--- config.mk ---
export PLATFORM = sky130hd
export DESIGN_NAME = pe_feeder
export DESIGN_NICKNAME = d
export VERILOG_FILES = /design/src/rtl/pe_pkg.sv /design/src/rtl/pe_feeder.sv
export SDC_FILE = /design/constraint.sdc
export NUM_CORES = 1
export LEC_CHECK = 0
export ABC_AREA = 0
export BUFFER_PORTS_ARGS = -buffer_cell sky130_fd_sc_hd__buf_2
export CAP_MARGIN = 20
export CORE_MARGIN = 2
export CORE_UTILIZATION = 47
export DETAILED_ROUTE_END_ITERATION = 10
export MAX_ROUTING_LAYER = met4
export PLACE_DENSITY = 0.76
export SLEW_MARGIN = 20
export SYNTH_ARGS = -nofsm -noshare
export SYNTH_HDL_FRONTEND = slang
export SYNTH_SLANG_ARGS = --single-unit
--- constraint.sdc ---
create_clock -name clk -period 1.7 [get_ports clk]
set_clock_uncertainty 0.1 [all_clocks]
set_input_delay 0.34 -clock clk [delete_from_list [all_inputs] [get_ports clk]]
set_output_delay 0.34 -clock clk [all_outputs]
set_load 0.02 [all_outputs]
--- src/rtl/pe_pkg.sv ---
// Shared types for the PE-row feeder: FSM states, the operand tuple and
// the serial-MAC length helper.
package pe_pkg;

  localparam int OP_W = 8;

  typedef enum logic [2:0] {
    IDLE   = 3'd0,
    LOAD   = 3'd1,
    SERIAL = 3'd2,
    WAIT   = 3'd3,
    DONE   = 3'd4
  } state_t;

  typedef struct packed {
    logic signed [OP_W-1:0] ifm;
    logic signed [OP_W-1:0] wght;
    logic                   last;
  } operand_t;

  function automatic int nbit(input int idepth);
    return 1 << idepth;
  endfunction

endpackage

--- src/rtl/pe_feeder.sv ---
// Upstream sequencer for the bit-serial PE row: turns accepted operand tuples
// into load strobes, the index sweep and accumulator controls.
module pe_feeder
  import pe_pkg::*;
#(
  parameter int IWIDTH = OP_W,
  parameter int IDEPTH = 3,
  parameter int CWIDTH = 8
) (
  input  logic                     clk,
  input  logic                     rst,
  input  logic                     flush,
  input  logic                     in_valid,
  output logic                     in_ready,
  input  logic signed [IWIDTH-1:0] in_ifm,
  input  logic signed [IWIDTH-1:0] in_wght,
  input  logic                     in_last,
  output logic [IDEPTH-1:0]        idx,
  output logic                     mac_done,
  output logic                     en_i,
  output logic                     clr_i,
  output logic                     en_w,
  output logic                     clr_w,
  output logic                     en_o,
  output logic                     clr_o,
  output logic signed [IWIDTH-1:0] ifm,
  output logic signed [IWIDTH-1:0] wght,
  output logic [CWIDTH-1:0]        elem_cnt,
  output logic                     busy
);

  localparam int                NB       = nbit(IDEPTH);
  localparam logic [IDEPTH-1:0] IDX_LAST = IDEPTH'(NB - 1);
  localparam logic [CWIDTH-1:0] CNT_MAX  = '1;

  state_t   state;
  operand_t cur;
  logic     accept;

  function automatic logic [CWIDTH-1:0] sat_inc(input logic [CWIDTH-1:0] v);
    return (v == CNT_MAX) ? v : v + 1'b1;
  endfunction

  // The only window inside a running element is its final serial cycle,
  // which lets the next element load without a bubble.
  always_comb begin
    in_ready = 1'b0;
    if (!rst && !flush) begin
      case (state)
        IDLE, WAIT, DONE: in_ready = 1'b1;
        SERIAL:           in_ready = (idx == IDX_LAST) && !cur.last;
        default:          in_ready = 1'b0;
      endcase
    end
  end

  assign accept = in_valid && in_ready;
  assign ifm    = IWIDTH'(cur.ifm);
  assign wght   = IWIDTH'(cur.wght);

  always_ff @(posedge clk) begin
    if (rst) begin
      state    <= IDLE;
      cur      <= '0;
      idx      <= '0;
      elem_cnt <= '0;
      en_i     <= 1'b0;
      en_w     <= 1'b0;
      en_o     <= 1'b0;
      clr_i    <= 1'b0;
      clr_w    <= 1'b0;
      clr_o    <= 1'b0;
      mac_done <= 1'b0;
      busy     <= 1'b0;
    end else begin
      en_i     <= 1'b0;
      en_w     <= 1'b0;
      clr_i    <= 1'b0;
      clr_w    <= 1'b0;
      clr_o    <= 1'b0;
      mac_done <= 1'b0;
      if (flush) begin
        state    <= IDLE;
        clr_i    <= 1'b1;
        clr_w    <= 1'b1;
        clr_o    <= 1'b1;
        en_o     <= 1'b0;
        idx      <= '0;
        elem_cnt <= '0;
        busy     <= 1'b0;
      end else if (accept) begin
        state <= LOAD;
        cur   <= '{ifm: OP_W'(in_ifm), wght: OP_W'(in_wght), last: in_last};
        en_i  <= 1'b1;
        en_w  <= 1'b1;
        en_o  <= 1'b0;
        idx   <= '0;
        busy  <= 1'b1;
        // Accepting from SERIAL or WAIT continues the current dot product;
        // from IDLE or DONE it starts a fresh one.
        if (state == SERIAL || state == WAIT) begin
          elem_cnt <= sat_inc(elem_cnt);
        end else begin
          clr_o    <= 1'b1;
          elem_cnt <= CWIDTH'(1);
        end
      end else begin
        case (state)
          LOAD: begin
            state <= SERIAL;
            en_o  <= 1'b1;
            idx   <= '0;
          end
          SERIAL: begin
            if (idx == IDX_LAST) begin
              en_o <= 1'b0;
              if (cur.last) begin
                state    <= DONE;
                mac_done <= 1'b1;
                idx      <= '0;
              end else begin
                state <= WAIT;
              end
            end else begin
              idx <= idx + 1'b1;
            end
          end
          DONE: begin
            state    <= IDLE;
            elem_cnt <= '0;
            busy     <= 1'b0;
          end
          default: ;
        endcase
      end
    end
  end

endmodule

-- Word-level counts from Yosys, hierarchy flattened
Cells that the tools add are included.
Widths: inputs -> output; s select.
- flip-flop bits (word level): 37
- input port bits: 21
- output and inout bits: 36
- word-level logic and storage cells: 73
- add/sub/neg operators: 2
- eq/ne operators: 10
- multiplexer cells: 23
- bitwise logic cells: 3
- reductions and logical operators: 22
- operators by type and width (operator ; number):
    $mux 8 ; 4
    $mux 3 ; 4
    $reduce_and 2->1 ; 6
    $mux 1 ; 11
    $pmux 3 s3 ; 1
    $add 8x1->8 const B ; 1
    $eq 8x8->1 const B ; 1
    $eq 3x2->1 const B ; 2
    $eq 3x3->1 const B ; 2
    $ne 3x3->1 const B ; 2
    $pmux 3 s2 ; 1
    $reduce_or 3->1 ; 2
    $reduce_or 5->1 ; 1
    $pmux 1 s2 ; 2
    $reduce_bool 2->1 ; 2
    $reduce_bool 4->1 ; 1
    $add 3x1->3 const B ; 1
    $eq 3x1->1 const B ; 1
    $logic_and 1x1->1 ; 3
    $logic_not 1->1 ; 3
    $logic_not 3->1 ; 1
    $ne 3x2->1 const B ; 1
    $not 1->1 ; 3
    $reduce_bool 3->1 ; 1
    other kinds (3) ; 3

-- Logic depth before layout (Yosys ltp)
- depth in word-level cells: 7
- depth in mapped cells: 7
- gate-level depth less buffers: 6

-- Worst setup path after synthesis
No wires, ideal clock.
- path type: flip-flop to output port
- start point: register idx[0]
- end point: output port in_ready
- data arrival time: 1.777 ns
- path slack: -0.517 ns
- stages on the path, launching flop included: 7
- buffers on the path: 1
- path through: dfxtp_1 -> ha_1 -> ha_1 -> nand2b_1 -> a221o_1 -> buf_6 -> nor2_1
- word-level cells in the longest chain between the ends: 4
- RTL lines (what ; RTL line ; text):
    from (decl) ; pe_feeder.sv:18 ; output logic [IDEPTH-1:0] idx,
    from (signal assigned) ; pe_feeder.sv:125 ; idx <= idx + 1'b1;
    $eq 3x3->1 ; pe_feeder.sv:51 ; SERIAL: in_ready = (idx == IDX_LAST) && !cur.last;
    $logic_and 1x1->1 ; pe_feeder.sv:51 ;
    $pmux 1 s2 ; pe_feeder.sv:49 ; case (state)
    $mux 1 ; pe_feeder.sv:48 ; if (!rst && !flush) begin
    to (decl) ; pe_feeder.sv:14 ; output logic in_ready,
Every way passes these cells.

-- Worst setup path in the final report
- start point: register idx[1]
- end point: output port in_ready
The elaborated chain is that of the path after synthesis.

==> metrics.md <==
| Metric | Value |
|---|---|
| Status | `finished, violations left` |
| Failing checks | `setup timing` |
| Sequential share of power | `0.444` |
| Share of flip-flops with an asynchronous set or reset | `0` |
| Total number of vias | `2085` |
| Routed Antenna Nets | `0` |
| GR Layer Usage met1 | `0.3249` |
| Hold crit path type | `input pin to flip-flop` |
| Vias in the first global route | `2007` |
| Tcrit/Tclk final | `1.224` |
| EDFF count, synth | `0` |
| Violation count after the first detailed-route iteration | `154` |
| Fin util | `0.7277` |
| Die X | `69.43 um` |
| Largest cells by area after synthesis | `dfxtp_1 37%, o31ai_2 8.7%, buf_4 7.5%` |
| Met3 usage | `0.04360` |
| Synth top cells by count | `37 x dfxtp_1, 27 x a21oi_1, 21 x nand4_1, 20 x buf_4` |
| Deepest clock path buffer count | `2` |
| Rel. slew slack | `0.5466` |
| Final Hold Fails | `0` |
| Switching Share | `0.2625` |
| Main synth FF type | `dfxtp_1` |
| Synthesis-to-finish area growth | `46.77%` |
| Peak supply drop | `0.3804 mV` |
| First-pass GRT wire length | `9701 um` |
| Design Power | `2.034 mW` |
| Routed wire per std cell | `18.59 um` |
| Filler cell count | `287` |
| Most frequent cell after synthesis | `dfxtp_1` |
| Critical path type | `flip-flop to primary output` |
| DP Wirelength | `3644 um` |
| Drt total wl | `6450 um` |
| P_leak | `1.156 nW` |
| Combinational power share | `0.165` |
| Die H | `69.43 um` |
| Synth Area per Inst | `8.863 um^2` |
| Synth warnings | `0` |
| Post-synth top area share | `0.3682` |
| Vias per cell | `6.009` |
| Psw | `0.5340 mW` |
| Power density over cell area | `688.9 mW/mm^2` |
| Remaining DRCs | `0` |
| Fin worst setup slack | `-0.3801 ns` |
| I/O pins | `57` |
| Highest Clock Rate | `480.7 MHz` |
| FF-to-FF setup slack | `-0.27 ns` |
| RSZ-0062 raised after global routing | `yes` |
| Num Clock Sinks | `37` |
| Setup-failing EPs final | `36` |
| Pre-antenna DRT Iters | `4` |
| CTS tree | `built` |
| Synth Register Bits | `37` |
| Port-buffer cells | `56` |
| CP Data Required Time | `1.26 ns` |
| Min cycle time layout | `2.080 ns` |
| Die area | `0.004820 mm^2` |
| Worst path slowest cell | `a221o_2` |
| Post-synthesis cell area | `0.002012 mm^2` |
| Ant diodes | `0` |
| Met2 Track Usage GR | `0.4220` |
| Clock Power Share | `0.391` |
| Synth Instances | `227` |
| Netlist cell types | `47` |
| Slew at the pin closest to its max-slew limit | `0.6791 ns` |
| GR Overflow Total | `0` |
| Register area share after synthesis | `0.3682` |
| CP Capture Type | `primary output` |
| Synth area leader | `dfxtp_1` |
| Pre-CTS setup slack | `-0.1539 ns` |
| Most frequent CP cell | `ha_4` |
| Setup crit start kind | `flip-flop` |
| Starting Density | `0.4958` |
| Share of cells above drive strength 1 | `0.5556` |
| Initial antenna violation count | `0` |
| Power Internal | `1.500 mW` |
| # nets final | `320` |
| Largest net degree at the start of global routing | `19` |
| # rows | `23` |
| Clock transition at the registers of the reported paths | `0.08 ns` |
| CTS H-Tree Depth | `2` |
| Worst Path Max Fanout | `2` |
| GRT Util Overall | `0.2559` |
| Core Region | `0.004058 mm^2` |
| MaxCap Viol Count | `0` |
| CTS buffer count | `5` |
| CP Data Arrival Time | `1.64 ns` |
| Worst path cell trace | `ha_4, ha_4, nand2b_4, a221o_2, nor2_4, buf_6` |
| Slowest stage delay, CP | `0.43 ns` |
| Clock latency on the worst-skew pair | `0.30 ns` |
| Slew Limit Fails | `0` |
| Routability Congestion | `0.8864` |
| CTS root buffer | `clkbuf_8` |
| Busiest grt layer | `met2` |
| Post-synthesis net count | `251` |
==> registers in the layout, summed over array words and instances (netlist names) <==
name / count
busy: 1
clr_o: 1
clr_w: 1
cur: 1
elem_cnt: 8
en_o: 1
en_w: 1
idx: 3
ifm: 8
mac_done: 1
state: 3
wght: 8
==> power groups by stage <==
stage	clock network, mW	logic (mW)	registers (mW)
2_1_floorplan	0	0.160	0.923
3_3_place_gp	0	0.248	0.918
3_5_place_dp	0	0.252	0.918
4_1_cts	0.797	0.311	0.900
5_1_grt	0.835	0.353	0.904
6_report	0.796	0.336	0.902
==> logic make-up after synthesis <==
family                     count (synthesis)  share of synthesized area
adders and majority gates                  3                    0.01866
AOI/OAI and AO/OA                         74                     0.2830
DFF                                       37                     0.3682
and+or+nand+nor                           71                     0.2015
buffers and inverters                     42                     0.1287
==> layout make-up <==
type / count / area [um^2] / share of cell area
Multi-Input combinational cell: 149 / 1290 / 0.4369
Sequential cell: 37 / 752.0 / 0.2547
Timing Repair Buffer: 100 / 720.7 / 0.2441
Clock buffer: 7 / 86.33 / 0.02924
Tap cell: 50 / 62.56 / 0.02119
Clock inverter: 1 / 30.03 / 0.01017
Inverter: 3 / 11.26 / 0.003814
==> timing repair <==
action,CTS,global route
cloned,2,0
endpoints found under the hold margin,0,0
buffers inserted,10,2
setup endpoints to repair,31,36
pin swaps,33,24
resized for setup,37,20
hold buffers,0,0
==> placed cells by master (no fill, tap or decap), types with 3 or more instances in the layout <==
cell type | netlist | layout
o21ai_0 | 6 | 6
nor2_1 | 9 | 7
a21oi_2 | 0 | 5
dfxtp_2 | 0 | 3
nand3_1 | 4 | 3
nand4_1 | 21 | 21
clkbuf_8 | 0 | 6
buf_12 | 0 | 4
buf_2 | 3 | 55
a211oi_2 | 1 | 4
buf_4 | 20 | 32
o31ai_2 | 14 | 8
a21oi_1 | 27 | 22
nand2_1 | 14 | 14
dfxtp_1 | 37 | 32
o31ai_4 | 0 | 9
o21ai_1 | 3 | 3
buf_6 | 3 | 6
==> path summary, 6_finish.rpt <==
kind                                 from  endpoint  depth (start not counted)
worst max-delay path               idx[1]  in_ready                          6
worst min-delay path            in_ifm[7]    ifm[7]                          3
worst max register to register     idx[1]    idx[0]                          9
worst min register to register       busy      busy                          2
==> stage by stage <==
stage / cell area (um^2) / TNS, ns / std cells / hold slack, ns
2_1_floorplan: 2066 / -1.355 / 227 / 0.3458
3_3_place_gp: 2446 / -1.467 / 327 / 0.3472
3_5_place_dp: 2446 / -2.392 / 327 / 0.3501
4_1_cts: 2867 / -7.293 / 347 / 0.1912
5_1_grt: 2953 / -10.05 / 347 / 0.2142
6_report: 2953 / -8.164 / 347 / 0.2056
==> critical path: cells and delay by family (launching register included) <==
kind / cells / cell delay [ns]
simple gates: 2 / 0.16
compound gates: 1 / 0.43
buf+inv: 1 / 0.12
flops: 1 / 0.37
fa+ha+maj: 2 / 0.26
==> per-layer routing <==
layer / part of all wire / wire length (um)
met5: 0 / 0
met4: 0.018 / 114
met3: 0.062 / 399
met2: 0.50 / 3228
met1: 0.42 / 2707
No activity file was read; power rests on OpenSTA's default activity.
